File: config.mk
export PLATFORM = sky130hd
export DESIGN_NAME = seq_shifter
export DESIGN_NICKNAME = d
export VERILOG_FILES = /design/src/rtl/seq_shifter_pkg.sv /design/src/rtl/seq_shifter_shift_step.sv /design/src/rtl/seq_shifter.sv
export SDC_FILE = /design/constraint.sdc
export NUM_CORES = 1
export LEC_CHECK = 0
export CAP_MARGIN = 10
export CORE_ASPECT_RATIO = 1.4
export CORE_UTILIZATION = 42
export CTS_CLUSTER_DIAMETER = 120
export DETAILED_ROUTE_END_ITERATION = 6
export PLACE_DENSITY = 0.7
export SYNTH_ARGS = -nofsm -noshare
export SYNTH_HDL_FRONTEND = slang
export SYNTH_SLANG_ARGS = --single-unit
File: constraint.sdc
create_clock -name clk -period 2.72 [get_ports clk]
set_clock_uncertainty 0.15 [all_clocks]
set_input_delay 0.272 -clock clk [delete_from_list [all_inputs] [get_ports clk]]
set_output_delay 0.272 -clock clk [all_outputs]
set_load 0.05 [all_outputs]
File: src/rtl/seq_shifter_pkg.sv
// Shared types and constants for the multi-cycle shift/rotate unit.
// Holds the FSM state encoding and the direction codes.
package seq_shifter_pkg;

    typedef enum logic [1:0] {
        IDLE  = 2'd0,
        SHIFT = 2'd1,
        DONE  = 2'd2
    } state_t;

    localparam logic DIR_LEFT  = 1'b0;
    localparam logic DIR_RIGHT = 1'b1;

endpackage

File: src/rtl/seq_shifter_shift_step.sv
// One-bit shift/rotate step; purely combinational, zero latency.
// No backpressure: the result is a pure function of the inputs.
module shift_step
    import seq_shifter_pkg::*;
#(
    parameter int WIDTH = 8
) (
    input  logic [WIDTH-1:0] value,
    input  logic             dir,
    input  logic             rotate,
    input  logic             fill,
    output logic [WIDTH-1:0] next_value,
    output logic             out_bit
);

    logic ins;

    always_comb begin
        out_bit = (dir == DIR_RIGHT) ? value[0] : value[WIDTH-1];
        // Rotate re-inserts the bit that just left; logical mode inserts fill.
        ins     = rotate ? out_bit : fill;
        if (dir == DIR_RIGHT) begin
            next_value = {ins, value[WIDTH-1:1]};
        end else begin
            next_value = {value[WIDTH-2:0], ins};
        end
    end

endmodule

File: src/rtl/seq_shifter.sv
// Multi-cycle shifter: one bit per enabled clock, done = start + amt + 1 cycles.
// Backpressure: en=0 stalls the shift; start is ignored while busy.
module seq_shifter
    import seq_shifter_pkg::*;
#(
    parameter int WIDTH = 8,
    parameter int AMT_W = 3
) (
    input  logic             clk,
    input  logic             rst_n,
    input  logic             start,
    input  logic [WIDTH-1:0] din,
    input  logic [AMT_W-1:0] amt,
    input  logic             dir,
    input  logic             rotate,
    input  logic             fill,
    input  logic             en,
    output logic [WIDTH-1:0] dout,
    output logic             shift_out,
    output logic             busy,
    output logic             done
);

    if (WIDTH < 2) begin : g_bad_width
        $error("seq_shifter: WIDTH must be at least 2");
    end
    if (AMT_W != $clog2(WIDTH)) begin : g_bad_amt_w
        $error("seq_shifter: AMT_W must equal clog2(WIDTH)");
    end

    state_t           state;
    logic [AMT_W-1:0] cnt;
    logic             dir_q;
    logic             rotate_q;
    logic             fill_q;

    logic [WIDTH-1:0] step_value;
    logic             step_out;

    shift_step #(
        .WIDTH (WIDTH)
    ) u_step (
        .value      (dout),
        .dir        (dir_q),
        .rotate     (rotate_q),
        .fill       (fill_q),
        .next_value (step_value),
        .out_bit    (step_out)
    );

    // busy and done are kept as registers that track the state transitions,
    // so they equal (state != IDLE) and (state == DONE) without output decode.
    always_ff @(posedge clk) begin
        if (!rst_n) begin
            state     <= IDLE;
            cnt       <= '0;
            dir_q     <= DIR_LEFT;
            rotate_q  <= 1'b0;
            fill_q    <= 1'b0;
            dout      <= '0;
            shift_out <= 1'b0;
            busy      <= 1'b0;
            done      <= 1'b0;
        end else begin
            case (state)
                IDLE: begin
                    done <= 1'b0;
                    if (start) begin
                        dout      <= din;
                        cnt       <= amt;
                        dir_q     <= dir;
                        rotate_q  <= rotate;
                        fill_q    <= fill;
                        shift_out <= 1'b0;
                        busy      <= 1'b1;
                        if (amt != '0) begin
                            state <= SHIFT;
                        end else begin
                            state <= DONE;
                            done  <= 1'b1;
                        end
                    end
                end
                SHIFT: begin
                    if (en) begin
                        dout      <= step_value;
                        shift_out <= step_out;
                        cnt       <= cnt - 1'b1;
                        if (cnt == AMT_W'(1)) begin
                            state <= DONE;
                            done  <= 1'b1;
                        end
                    end
                end
                DONE: begin
                    state <= IDLE;
                    busy  <= 1'b0;
                    done  <= 1'b0;
                end
                default: begin
                    state <= IDLE;
                    busy  <= 1'b0;
                    done  <= 1'b0;
                end
            endcase
        end
    end

endmodule

# --- After elaboration in Yosys (flattened, before gate mapping) ---
# Cells that the tools add are included.
classes:
  addsub: 1
  eq_ne: 5
  n_mux: 24
  n_bitwise: 1
  reduce_logical: 8
ops:
  columns: ["operator", "count"]
  rows:
  - ["8-bit 2-to-1 mux", 3]
  - ["8-bit case mux with 2 select lines", 1]
  - ["1-bit 2-to-1 mux", 9]
  - ["2-bit 2-to-1 mux", 4]
  - ["3-bit 2-to-1 mux", 2]
  - ["2-bit inequality test (second input constant)", 3]
  - ["1-bit case mux with 2 select lines", 3]
  - ["3-bit case mux with 2 select lines", 1]
  - ["2-bit AND reduction", 3]
  - ["3-bit AND reduction", 2]
  - ["2-bit case mux with 2 select lines", 1]
  - ["3-bit by 1-bit == test with 1-bit output (second input constant)", 1]
  - ["3-bit nonzero test", 1]
  - ["3-bit by 1-bit subtractor with 3-bit output (second input constant)", 1]
  - ["2-bit by 1-bit == test with 1-bit output (second input constant)", 1]
  - ["2-bit zero test", 1]
  - ["2-bit nonzero test", 1]
  - ["1-bit NOT", 1]
word_totals:
  regBits: 19
  inputBits: 18
  output_inout_bits: 11
  wordCells: 48

# --- Longest topological paths before layout ---
logic_depth:
  word_depth: 5
  mapped_depth: 6
  ltp_nobuf: 5

# --- Modules after synthesis ---
# Synthesis repeated with hierarchy kept, for this count alone.
hier_totals:
  hier_cells: 101
  hier_area_um2: 1029.7
by_module_without_submodules:
  columns: ["module", "instances", "cells_per_inst", "area_per_inst_um2", "seq_area_each_um2"]
  rows:
  - ["seq_shifter", 1, 87, 879.6, 380.4]
  - ["shift_step", 1, 14, 150.1, 0.0]

# --- Least setup slack after synthesis ---
# OpenSTA, ideal clock, no wires.
synth_timing:
  kind: "flip-flop to flip-flop"
  from: "register dout[2]"
  to: "register dout[3]"
  arrival_time_ps: 1135
  slack_ps: 1347
  stages_incl_launch_ff: 4
  n_path_buf: 0
  path_cell_list: "dfxtp_1 > nor2b_1 > a211oi_1 > o32ai_2"
synth_via:
  elab_chain_cells: 3
synth_lines:
  columns: ["element", "line_no", "rtl"]
  rows:
  - ["start: declaration", "seq_shifter.sv:18", "output logic [WIDTH-1:0] dout,"]
  - ["start signal: assignment", "seq_shifter.sv:69", "dout <= din;"]
  - ["start signal: assignment", "seq_shifter.sv:86", "dout <= step_value;"]
  - ["8-bit 2-to-1 mux", "seq_shifter_shift_step.sv:22", "if (dir == DIR_RIGHT) begin"]
  - ["8-bit 2-to-1 mux", "seq_shifter.sv:85", "if (en) begin"]
  - ["8-bit case mux with 2 select lines", "seq_shifter.sv:65", "case (state)"]
# No other way between the ends. The select of a mux whose other input is x is not followed.
# A chain may end at the register's enable or synchronous reset.

# --- Worst setup path after layout ---
layout_timing:
  from: "register dout[0]"
  to: "output port dout[0]"
# No word-level cell between the ends.

==> results by group <==
Yosys
  • Proportion of synthesized chip area in sequential cells: 33.1%
  • Post-Syn Area: 1150 µm²
  • Yosys warning total: 0
  • Top_reg_cell synth: sky130_fd_sc_hd__dfxtp_1
  • Multiplexer fraction of the synthesized cell area: 14.1%
  • Area share of xor/xnor cells in the synthesized design: 0%
  • Adder-Cell Fraction of Synth Area: 2.18%
  • Number of flip-flops and latches in the synthesized netlist: 19
  • Dominant combinational cell family by area after synthesis: compound AO/OA/AOI/OAI gates
  • Share of flip-flops with an asynchronous set or reset: 0%
  • Simple-gate share of the synthesized area: 21.2%
  • Unique cell type count in the Yosys netlist: 43
  • Syn Area/Cell: 10.1 µm²
  • Gate count of the mapped netlist: 114
  • Complex-gate fraction of the synthesized area: 23.2%
  • Number of flops mapped to enable cells by yosys: 0
  • Syn_nets: 134

Timing
  • Hold violation total from the final report: 0
  • Setup_tns: 0 ps
  • Fmax: 0.502 GHz
  • Part of the cycle the worst path needs: 73.3%
  • Final count of negative-setup-slack endpoints: 0
  • Max-Slew Margin vs Limit: 59.1%
  • Number of pins exceeding their max-slew limit in the final report: 0
  • Pin slew with the least headroom to its limit: 613 ps
  • RSZ-0062 raised after global routing: no
  • Time the final worst path needs with I/O delays and setup: 1990 ps

Routing
  • Post-detailed-route DRC marker count: 1
  • Count of TritonRoute iterations in the first routing pass: 6
  • Avg WL per Cell: 14.6 µm
  • Total number of vias: 947
  • Vias per std cell: 5.32
  • Initial detailed-routing violation count: 12
  • Remaining antenna violation count after routing: 0
  • Total wire length after detailed routing: 2610 µm

Setup path
  • Standard cell with the maximum stage delay on the critical path: sky130_fd_sc_hd__clkdlybuf4s50_1
  • Cells along the critical path: clkdlybuf4s50_1
  • Peak per-stage delay on the critical path: 830 ps
  • Crit path buf inv count: 1
  • Startpoint type of the worst setup path: register
  • Setup Crit Path Kind: register to output pin
  • Critical path required time: 2300 ps
  • Highest fanout seen on the critical path: 5
  • Signal arrival time at the worst endpoint: 1570 ps
  • Worst-case reg-to-reg path depth: 4
  • Worst path depth: 1
  • Critical path capture point type: output pin
  • Category of cells accounting for the largest share of critical-path delay: buffers and inverters

Final layout
  • Commonest non-fill, non-tap cells in the layout: sky130_fd_sc_hd__clkdlybuf4s50_1 (28), sky130_fd_sc_hd__dfxtp_1 (19), sky130_fd_sc_hd__nor2_1 (9), sky130_fd_sc_hd__nand2_1 (8), sky130_fd_sc_hd__mux2i_1 (8)
  • Fraction of final layout cells with drive strength greater than 1: 16.2%
  • Antenna Diode Count: 0
  • Commonest non-fill, non-tap cell in the layout: sky130_fd_sc_hd__clkdlybuf4s50_1
  • Number of cells in the finished layout apart from fillers: 178
  • Register Area: 380 µm²
  • Area growth, synth to finish: 27.6%
  • Area used by multi-input combinational logic: 698 µm²
  • Layout fillers: 248
  • Layout net count: 163

Flow run
  • Maximum capacitance violations: 0

Place
  • # placed instances: 174
  • Final weighted congestion of routability-driven global placement: 0.802
  • Detail Placement HPWL: 1970 µm
  • Port Buffers: 28

Worst hold path
  • Hold Path Stages: 2
  • Hold Crit Class: register to register

Global routing
  • Gr ovfl total: 0
  • Via count of the first global-routing pass: 1000
  • Wire length of the first global-routing pass: 4460 µm
  • Antenna violations before repair: 0
  • All-Layer GR Usage: 20.6%
  • Pin count of the biggest net entering global routing: 16

Floorplanning
  • Number of I/O pins: 29
  • Total die area: 2950 µm²
  • Die extent in x: 46.2 µm
  • Starting density of the core: 44.0%
  • Row cnt: 22
  • Area of the core: 2620 µm²
  • Die Y-Extent: 63.9 µm

Clock tree
  • Number of buffers inserted for hold repair after clock tree synthesis: 0
  • Clock tree root driver cell: sky130_fd_sc_hd__clkbuf_4
  • Number of sinks on the clock net: 19
  • CTS HTree Levels: 1
  • CTS tree: built
  • Clock insertion delay at the later pin of the skew report: 300 ps
  • Maximum number of buffers from clock root to sink: 2
  • Cts repair resizes: 0
  • Total CTS buffers: 3
  • Number of buffers inserted by post-CTS setup repair: 0
  • Clock transition at the registers of the reported paths: 110 ps

Power and ir drop
  • PD cells: 499 nW/µm²
  • Peak ir drop on the vdd network: 0.278 mV
  • Lkg Pwr: 0.526 nW

Outcome
  • Run status: finished with violations
  • Violated checks: design-rule violations
==> synthesized netlist by cell type (all sizes together), types with 2 or more instances <==
master | instances | area, µm²
a211oi | 4 | 35.0
a21oi | 7 | 35.0
buf | 5 | 48.8
dfxtp | 19 | 380
ha | 2 | 25.0
inv | 5 | 18.8
mux2 | 5 | 60.1
mux2i | 9 | 103
nand2 | 8 | 30.0
nor2 | 10 | 53.8
nor2b | 5 | 31.3
nor3 | 3 | 15.0
nor3b | 4 | 41.3
o211ai | 2 | 20.0
o21ai | 2 | 10.0
o221a | 2 | 22.5
o22ai | 3 | 18.8
o32ai | 3 | 48.8
==> kinds of logic after synthesis <==
kind of cell             Yosys count
AO/OA/AOI/OAI                     30
adder cells (fa/ha/maj)            2
buffers and inverters             11
flip-flops                        19
multiplexers                      14
AND/OR/NAND/NOR                   38
==> state kept, by name (all words and copies together), names as in the netlist <==
| signal | count |
|---|---|
| fill_q | 1 |
| state | 2 |
| busy | 1 |
| rotate_q | 1 |
| shift_out | 1 |
| done | 1 |
| dir_q | 1 |
| dout | 8 |
| cnt | 3 |
==> worst paths after layout <==
check / start / slack, ps / endpoint
worst min register to register: shift_out$_SDFFE_PN0P_ / 360 / shift_out$_SDFFE_PN0P_
worst max register to register: state[0]$_SDFFE_PN0P_ / 860 / cnt[1]$_SDFFE_PN0P_
worst min-delay path: shift_out$_SDFFE_PN0P_ / 360 / shift_out$_SDFFE_PN0P_
worst max-delay path: dout[0]$_SDFFE_PN0P_ / 730 / dout[0]
==> where the power goes <==
part           total, mW  internal [mW]  switching [mW]
clock              0.149         0.0560          0.0928
sequential         0.337          0.303          0.0335
combinational      0.247          0.114           0.133
==> final cells by class <==
cell class	count	area share, %
well taps	36	3.07
clock buffers	3	1.53
flip-flops and latches	19	25.9
multi-input cells	84	47.6
inverters	5	1.28
repair buffers	30	20.1
clock inverters	1	0.512
==> per-layer routing <==
layer	up-vias	global-route usage [%]	share of wire (%)	wire length [µm]
li1	475	-	-	-
met1	441	24.4	44	1140
met5	-	0	0	0
met2	26	34.9	50	1320
met3	5	3.67	4.5	116
met4	0	8.09	1.4	37
==> stage by stage <==
stage                     hold WS, ps  utilization [%]  worst slack [ps]  power [mW]  cell area, µm²
after global routing              405             56.1               666       0.775            1470
after global placement            323             55.0               874       0.588            1440
final                             362             56.1               728       0.732            1470
after detailed placement          340             55.0               852       0.591            1440
after floorplan                   269                -              1350       0.514            1150
after CTS                         368             56.1               705       0.740            1470
No activity file was read; power rests on OpenSTA's default activity.
